[src/rtl/util_wr_sync_pkg.sv]
// Shared constants for the write-sync arbiter.
//   MODE_*  : values of the 2-bit mode input (3 is reserved and treated as LEVEL)
//   state_e : one-shot FSM encoding
package util_wr_sync_pkg;

  localparam logic [1:0] MODE_LEVEL   = 2'd0;
  localparam logic [1:0] MODE_PULSE   = 2'd1;
  localparam logic [1:0] MODE_ONESHOT = 2'd2;

  localparam logic [15:0] EVT_MAX = 16'hFFFF;

  typedef enum logic [1:0] {
    ST_IDLE  = 2'd0,
    ST_ARMED = 2'd1,
    ST_FIRED = 2'd2
  } state_e;

endpackage

[src/rtl/util_wr_sync_cdc.sv]
// Single-bit multi-flop synchroniser for an asynchronous sync source.
//   clk, rst : destination clock, async active-high reset (chain clears to 0)
//   d        : raw asynchronous input
//   q        : synchronised output, STAGES cycles behind d
module util_wr_sync_cdc
  import util_wr_sync_pkg::*;
#(
  parameter int STAGES = 2
) (
  input  logic clk,
  input  logic rst,
  input  logic d,
  output logic q
);

  logic [STAGES-1:0] chain;

  always_ff @(posedge clk or posedge rst) begin
    if (rst) chain <= '0;
    else     chain <= {chain[STAGES-2:0], d};
  end

  assign q = chain[STAGES-1];

endmodule

[src/rtl/util_wr_sync_arb.sv]
// Write-sync source arbiter: picks one of NUM_SRC sync sources (source 0 is
// the timestamp generator and wins whenever timestamp_every is nonzero),
// synchronises the async ones, and produces a registered level / pulse /
// one-shot output with holdoff and a saturating event counter.
//   clk, rst        : clock, async active-high reset
//   timestamp_every : nonzero forces source 0
//   src_sel         : source index otherwise
//   mode            : LEVEL / PULSE / ONESHOT (3 behaves as LEVEL)
//   arm             : strobe that arms the one-shot
//   holdoff         : cycles after a qualifying edge during which edges are ignored
//   sync_in         : raw sources
//   sync_out        : registered sync to the DMA
//   sync_pulse      : one-cycle strobe per qualifying edge
//   armed           : one-shot waiting for an edge
//   event_count     : saturating count of qualifying edges
module util_wr_sync_arb
  import util_wr_sync_pkg::*;
#(
  parameter int                  NUM_SRC     = 4,
  parameter int                  SEL_W       = 2,
  parameter logic [NUM_SRC-1:0]  ASYNC_MASK  = 4'b1110,
  parameter int                  SYNC_STAGES = 2,
  parameter int                  HOLDOFF_W   = 16
) (
  input  logic                 clk,
  input  logic                 rst,
  input  logic [31:0]          timestamp_every,
  input  logic [SEL_W-1:0]     src_sel,
  input  logic [1:0]           mode,
  input  logic                 arm,
  input  logic [HOLDOFF_W-1:0] holdoff,
  input  logic [NUM_SRC-1:0]   sync_in,
  output logic                 sync_out,
  output logic                 sync_pulse,
  output logic                 armed,
  output logic [15:0]          event_count
);

  localparam int PAD_W = 2 ** SEL_W;

  // ---------------------------------------------------------------- input stage
  logic [NUM_SRC-1:0] in_q;

  for (genvar i = 0; i < NUM_SRC; i++) begin : g_src
    logic q_i;
    if (ASYNC_MASK[i]) begin : g_async
      util_wr_sync_cdc #(.STAGES(SYNC_STAGES)) u_cdc (
        .clk (clk),
        .rst (rst),
        .d   (sync_in[i]),
        .q   (q_i)
      );
    end else begin : g_sync
      always_ff @(posedge clk or posedge rst) begin
        if (rst) q_i <= 1'b0;
        else     q_i <= sync_in[i];
      end
    end
    assign in_q[i] = q_i;
  end

  // ---------------------------------------------------------------- selection
  logic [SEL_W-1:0] eff_sel, sel_q, sel_prev;
  logic [1:0]       mode_q;
  logic [PAD_W-1:0] in_pad;
  logic             selected, sel_chg, mode_chg;

  assign eff_sel = (timestamp_every != 32'd0) ? '0 : src_sel;

  always_ff @(posedge clk or posedge rst) begin
    if (rst) begin
      sel_q    <= '0;
      sel_prev <= '0;
      mode_q   <= MODE_LEVEL;
    end else begin
      sel_q    <= eff_sel;
      sel_prev <= sel_q;
      mode_q   <= mode;
    end
  end

  // Zero-padding to the full select range makes indices >= NUM_SRC read 0.
  always_comb begin
    in_pad              = '0;
    in_pad[NUM_SRC-1:0] = in_q;
  end

  assign selected = in_pad[sel_q];
  assign sel_chg  = (sel_q != sel_prev);
  assign mode_chg = (mode != mode_q);

  // ---------------------------------------------------------------- edge detect
  logic                 prev;
  logic [HOLDOFF_W-1:0] hold_cnt;
  logic                 qual;

  assign qual = selected && !prev && (hold_cnt == '0) && !sel_chg;

  // prev always follows the selected source, so on a selection change it is
  // loaded with the new source's level and an already-high input is no edge.
  always_ff @(posedge clk or posedge rst) begin
    if (rst) begin
      prev     <= 1'b0;
      hold_cnt <= '0;
    end else begin
      prev <= selected;
      if (sel_chg)             hold_cnt <= '0;
      else if (qual)           hold_cnt <= holdoff;
      else if (hold_cnt != '0) hold_cnt <= hold_cnt - 1'b1;
    end
  end

  // ---------------------------------------------------------------- one-shot FSM
  state_e state, state_nxt;

  always_ff @(posedge clk or posedge rst) begin
    if (rst) state <= ST_IDLE;
    else     state <= state_nxt;
  end

  // arm takes priority over an edge in IDLE and FIRED.
  always_comb begin
    state_nxt = state;
    if (mode != MODE_ONESHOT || mode_chg || sel_chg) begin
      state_nxt = ST_IDLE;
    end else begin
      case (state)
        ST_IDLE:  if (arm)  state_nxt = ST_ARMED;
        ST_ARMED: if (qual) state_nxt = ST_FIRED;
        ST_FIRED: if (arm)  state_nxt = ST_ARMED;
        default:            state_nxt = ST_IDLE;
      endcase
    end
  end

  assign armed = (state == ST_ARMED);

  // ---------------------------------------------------------------- outputs
  logic out_nxt;

  always_comb begin
    out_nxt = 1'b0;
    if (!sel_chg && !mode_chg) begin
      case (mode)
        MODE_PULSE:   out_nxt = qual;
        MODE_ONESHOT: out_nxt = (state_nxt == ST_FIRED);
        default:      out_nxt = selected;
      endcase
    end
  end

  always_ff @(posedge clk or posedge rst) begin
    if (rst) begin
      sync_out    <= 1'b0;
      sync_pulse  <= 1'b0;
      event_count <= '0;
    end else begin
      sync_out   <= out_nxt;
      sync_pulse <= qual;
      if (qual && event_count != EVT_MAX)
        event_count <= event_count + 16'd1;
    end
  end

endmodule
[config.mk]
export PLATFORM = sky130hd
export DESIGN_NAME = util_wr_sync_arb
export DESIGN_NICKNAME = d
export VERILOG_FILES = /design/src/rtl/util_wr_sync_pkg.sv /design/src/rtl/util_wr_sync_cdc.sv /design/src/rtl/util_wr_sync_arb.sv
export SDC_FILE = /design/constraint.sdc
export NUM_CORES = 1
export LEC_CHECK = 0
export BUFFER_PORTS_ARGS = -buffer_cell sky130_fd_sc_hd__buf_2
export CAP_MARGIN = 10
export CELL_PAD_IN_SITES_DETAIL_PLACEMENT = 0
export CELL_PAD_IN_SITES_GLOBAL_PLACEMENT = 1
export CORE_MARGIN = 5
export CORE_UTILIZATION = 39
export DETAILED_ROUTE_END_ITERATION = 12
export PLACE_DENSITY_LB_ADDON = 0.1
export REMOVE_ABC_BUFFERS = 1
export SLEW_MARGIN = 15
export SYNTH_ARGS = -nofsm -noshare
export SYNTH_HDL_FRONTEND = slang
export SYNTH_HIERARCHICAL = 1
export SYNTH_SLANG_ARGS = --single-unit
[constraint.sdc]
create_clock -name clk -period 2.4 [get_ports clk]
set_input_delay 0.6 -clock clk [delete_from_list [all_inputs] [get_ports clk]]
set_output_delay 0.6 -clock clk [all_outputs]
set_load 0.03 [all_outputs]
# [After elaboration in Yosys (flattened, before gate mapping)]
# Index checks and enable logic that the tools add are counted.
[totals] reg_bits=50 out_inout_bits=19
[op_classes] mux=12 addsub=2 n_reduce_logical=16 n_eq_ne=9 order_cmp=1
[ops] op="16-bit 2-to-1 mux" n=3
[ops] op="32-bit nonzero test" n=1
[ops] op="16-bit by 1-bit adder with 16-bit output, second input constant" n=1
[ops] op="16-bit zero test" n=1
[ops] op="16-bit inequality test, second input constant" n=1
[ops] op="16-bit nonzero test" n=1
[ops] op="16-bit by 1-bit subtractor with 16-bit output, second input constant" n=1
[ops] op="2-bit 2-to-1 mux" n=4
[ops] op="2-bit equality test, second input constant" n=3
[ops] op="1-bit logical AND" n=5
[ops] op="2-bit by 1-bit equality test with 1-bit output, second input constant" n=2
[ops] op="2-bit inequality test" n=2
[ops] op="2-bit case mux with 2 select lines" n=1
[ops] op="1-bit zero test" n=3
[ops] op="2-bit by 3-bit < comparator with 1-bit output, second input constant" n=1
[ops] op="3-bit nonzero test" n=1
[ops] op="1-bit binary-select mux with 2-bit select" n=1
[ops] op="2-bit zero test" n=1
[ops] op="1-bit logical OR" n=2
[ops] op="1-bit 2-to-1 mux" n=2
[ops] op="2-bit inequality test, second input constant" n=1
[ops] op="1-bit case mux with 2 select lines" n=1
[ops] op="2-bit OR reduction" n=1

# [Depth between registers and ports, before layout]
[logic_depth] word_depth=11 depth_mapped=10

# [Cells and area by module]
# Netlist, hierarchy kept.
[by_module_without_submodules] mod="util_wr_sync_arb" seq_area_each_um2=1101.1 instances=1 area_per_inst_um2=2441.1 cells_each=235
[by_module_without_submodules] mod="util_wr_sync_cdc" seq_area_each_um2=50.0 instances=3 area_per_inst_um2=53.8 cells_each=3

# [Worst setup path before layout]
# OpenSTA, ideal clock, no wires.
[synth_timing] kind="reg-to-reg" start="register event_count[0]" end="register event_count[1]" stages_incl_launch_ff=6 slack_ns=0.249 required_ns=2.272 period_less_slack_ns=2.151 arrival_ns=2.024 setup_time_ns=0.128 path_cell_list="dfrtp_1 -> ha_1 -> nand3_1 -> nor4_1 -> nor2_1 -> mux2_1"
[synth_via] elab_chain_cells=2 elab_cells_between_ends=3 classes_between="add/sub (1); eq/ne (1); reduce/logical (1)"
[synth_rtl] item="from (decl)" line_no="util_wr_sync_arb.sv:36" text="output logic [15:0] event_count"
[synth_rtl] item="from (signal assigned)" line_no="util_wr_sync_arb.sv:161" text="event_count <= event_count + 16'd1;"
[synth_rtl] item="branches (longest 2 deep; another with 16-bit by 1-bit adder with 16-bit output)"
# Several ways; the timed one is not identified.
# A chain may end at the register's enable or synchronous reset.

# [Final worst setup path]
[layout_timing] start="register hold_cnt[10]" end="register event_count[1]"
[layout_via] elab_chain_cells=4
[layout_rtl] item="from (decl)" line_no="util_wr_sync_arb.sv:94" text="logic [HOLDOFF_W-1:0] hold_cnt;"
[layout_rtl] item="from (signal assigned)" line_no="util_wr_sync_arb.sv:108" text="else if (qual) hold_cnt <= holdoff;"
[layout_rtl] item="from (signal assigned)" line_no="util_wr_sync_arb.sv:109" text="else if (hold_cnt != '0) hold_cnt <= hold_cnt - 1'b1;"
[layout_rtl] item="16-bit zero test" line_no="util_wr_sync_arb.sv:97" text="assign qual = selected && !prev && (hold_cnt == '0) && !sel_chg;"
[layout_rtl] item="1-bit logical AND (2 in a row)" line_no="util_wr_sync_arb.sv:97"
[layout_rtl] item="1-bit logical AND" line_no="util_wr_sync_arb.sv:160" text="if (qual && event_count != EVT_MAX)"
# No other way between the ends.

==> run metrics <==
Initial DRC Count 53; worst-case reg-to-reg path depth 5; setup slack, reg-to-reg 230 ps; Power Dens Cells 567 mW/mm²; worst clock skew 11.7 ps; DR WL/cell 15.2 µm; placed cells 402; switching share of power 28.8%; setup bufs post-CTS 0; synth warn 6; Synth Area in XOR/XNOR 9.09%; reg2reg start hold_cnt[10]; Via density 5.08; Startpoint Class flop; adder-cell share of the synthesized area 2.40%; row count 29; area occupied by multi-input gates 0.00127 mm²; latest clock arrival within the worst-skew pair 300 ps; Setup TNS 0 ps; Required @ worst endpoint 2600 ps; hold_buf cts 0; cells along the critical path or4_1 -> nor4_4 -> nand4_2 -> nor2_1 -> mux2_1; Final GP Congestion 0.815; fmax 461 MHz; crit path capture type flop; measured slew at the worst slew-check pin 585 ps; Seq/Total Area, Yosys 48.1%; worst flop-to-flop path endpoint event_count[1]; Die Span Y 91.7 µm; Crit path largest cell delay 650 ps; Yosys reg bits 50; # DRC 0; top_reg_cell synth dfrtp_1; mapped cell area 0.00260 mm²; H-Tree Depth 2; Initial Utilization 40.5%; worst ir drop on vdd 0.223 mV; Mean Syn Cell Area 10.7 µm²; slowest CP cell or4_1; vias in the first global route 2034; post-synthesis compound-gate area fraction 9.04%; Logic pwr share 14.9%; Synth area leader dfrtp_1; Synth async-reset ratio 100%; proportion of synthesized area in mux cells 2.50%; first-pass GRT wire length 10400 µm; Pleak 1.57 nW; largest cells by area after synthesis dfrtp_1, xor2_1, xnor2_1; Rel. slew slack 60.8%; run status finished, final reports clean; Syn-to-layout area delta 23.0%; setup ws final 232 ps; setup-violating endpoint count in the final report 0; kind of critical path flop to flop; die width 91.7 µm; CTS buffer count 5; fin crit period 2170 ps; Post-Synth Simple-Gate Area 25.7%; Clk pwr share 28.2%; Post-Layout Cell Count 410; top-area cell type share of the netlist area 48.1%; Internal 1.29 mW; CTS tree yes; clock sinks 50; synthesized instance count 244; post-detail-place hpwl 4740 µm; Worst-path clk slew 90 ps; max cap viols 0; post-route ant nets 0; crit share post-route 90.3%; largest family of logic cells by synthesized area simple AND/OR/NAND/NOR gates; Post-Route WL 6250 µm; post-place setup slack 248 ps; Fill cells 622; Post-synth EDFFs 0; antenna violations before repair 0; Hold Crit Class input port to asynchronous set/reset pin; share of cells above drive strength 1 32.7%; Fin. Hold Viols 0; Max clock buf depth 2; drt pass-1 iters 4; Inserted Diodes 0; hold slack 167 ps; worst endpoint data arrival time 2360 ps; Final nets 396; Slew Limit Fails 0; register area 0.00125 mm²; die area 0.00841 mm²; P_sw 0.523 mW; Core ar. 0.00642 mm²; total track usage 15.3%; sequential power share 56.9%; post-synth cell types 49; largest net degree at the start of global routing 45; # resized after CTS 0; RSZ-0062 raised after global routing no; gr ovfl total 0; fin util 49.9%; via count 2082; root buf cell clkbuf_8; port bufs 77; largest fanout on the critical path 7; IO Count 78
## through the flow
step                total power [mW]  cell area [µm²]
global placement                1.32             3110
global route                    1.92             3200
CTS                             1.84             3200
detailed placement              1.32             3110
finish                          1.82             3200
floorplan                       1.22             2570
## cell type report
| class | count | share of cell area, % |
|---|---|---|
| timing repair buffer | 85 | 13.9 |
| clock inverter | 1 | 0.156 |
| tap | 77 | 3.01 |
| inverter | 13 | 1.52 |
| clock buffer | 7 | 2.70 |
| multi-input combinational | 177 | 39.6 |
| sequential | 50 | 39.1 |
## cells by family after synthesis
kind of cell,count (synthesis)
DFF,50
adders and majority gates,5
xor gates and xnor gates,27
muxes,6
and+or+nand+nor,105
buffers and inverters,17
AOI/OAI and AO/OA,34
## flip-flops by register name, summed over array words and instances (netlist names)
signal,flops
state,2
sel_q,2
sync_pulse,1
sel_prev,2
g_src.g_async.u_cdc/chain,6
hold_cnt,16
mode_q,2
prev,1
event_count,16
g_src.q_i,1
sync_out,1
## power by group through the flow
stage	sequential [mW]	combinational, mW	clock (mW)
after floorplan	1.03	0.187	0
after global placement	1.05	0.270	0
after detailed placement	1.05	0.273	0
after CTS	1.03	0.276	0.533
after global routing	1.05	0.303	0.570
final	1.03	0.270	0.512
## per-layer routing
layer	global-route usage, %	share of wire [%]	vias to the layer above
li1	-	-	1060
met1	21.3	48	979
met2	23.7	46	35
met3	3.93	4.5	8
met4	4.21	1.4	0
met5	0	0	-
## worst max-delay path by stage
stage          slack [ps]  depth (start not counted)         endpoint    startpoint
6_report              230                          5   event_count[1]  hold_cnt[10]
5_1_grt                50                          8   event_count[8]   hold_cnt[0]
4_1_cts               230                          5   event_count[1]  hold_cnt[10]
3_5_place_dp          250                          5   event_count[1]   hold_cnt[2]
3_3_place_gp          290                          5  event_count[14]   hold_cnt[2]
2_1_floorplan         170                          7  event_count[12]   hold_cnt[0]
## cells in the final DEF (no fill, tap or decap), types with 6 or more instances in the layout
cell type	instances
buf_4	8
nor4_1	12
a21oi_1	8
dfrtp_1	50
nor3_1	9
nor2_1	24
xor2_1	15
inv_1	13
xnor2_1	12
a211oi_1	12
nand2_1	15
nand4_1	7
clkbuf_8	6
nand3_1	7
buf_2	77
## worst max-delay path: cells and delay by family, from the launching register on
family	cells	cell delay [ps]
flip-flops	1	470
AND/OR/NAND/NOR	4	1260
multiplexers	1	340
## synthesized netlist by cell type (2+ instances only)
library cell and n:
and3_1 3, a211oi_1 12, nor4_1 12, o31ai_1 2, nand2_1 15, xnor2_1 12
nor4_4 2, nor3_1 9, nor4b_4 2, nand4b_1 2, nand2b_1 2, mux2_2 3
nor2_1 24, ha_1 5, nand4_1 7, o21ai_0 4, dfrtp_1 50, a21oi_1 8
or2_2 2, and4_1 2, nor2b_1 2, inv_1 13, mux2i_1 2, nand3_1 7
xor2_1 15, buf_6 2, and2_1 2, nor4_2 2
(Power assumes the default switching activity.)
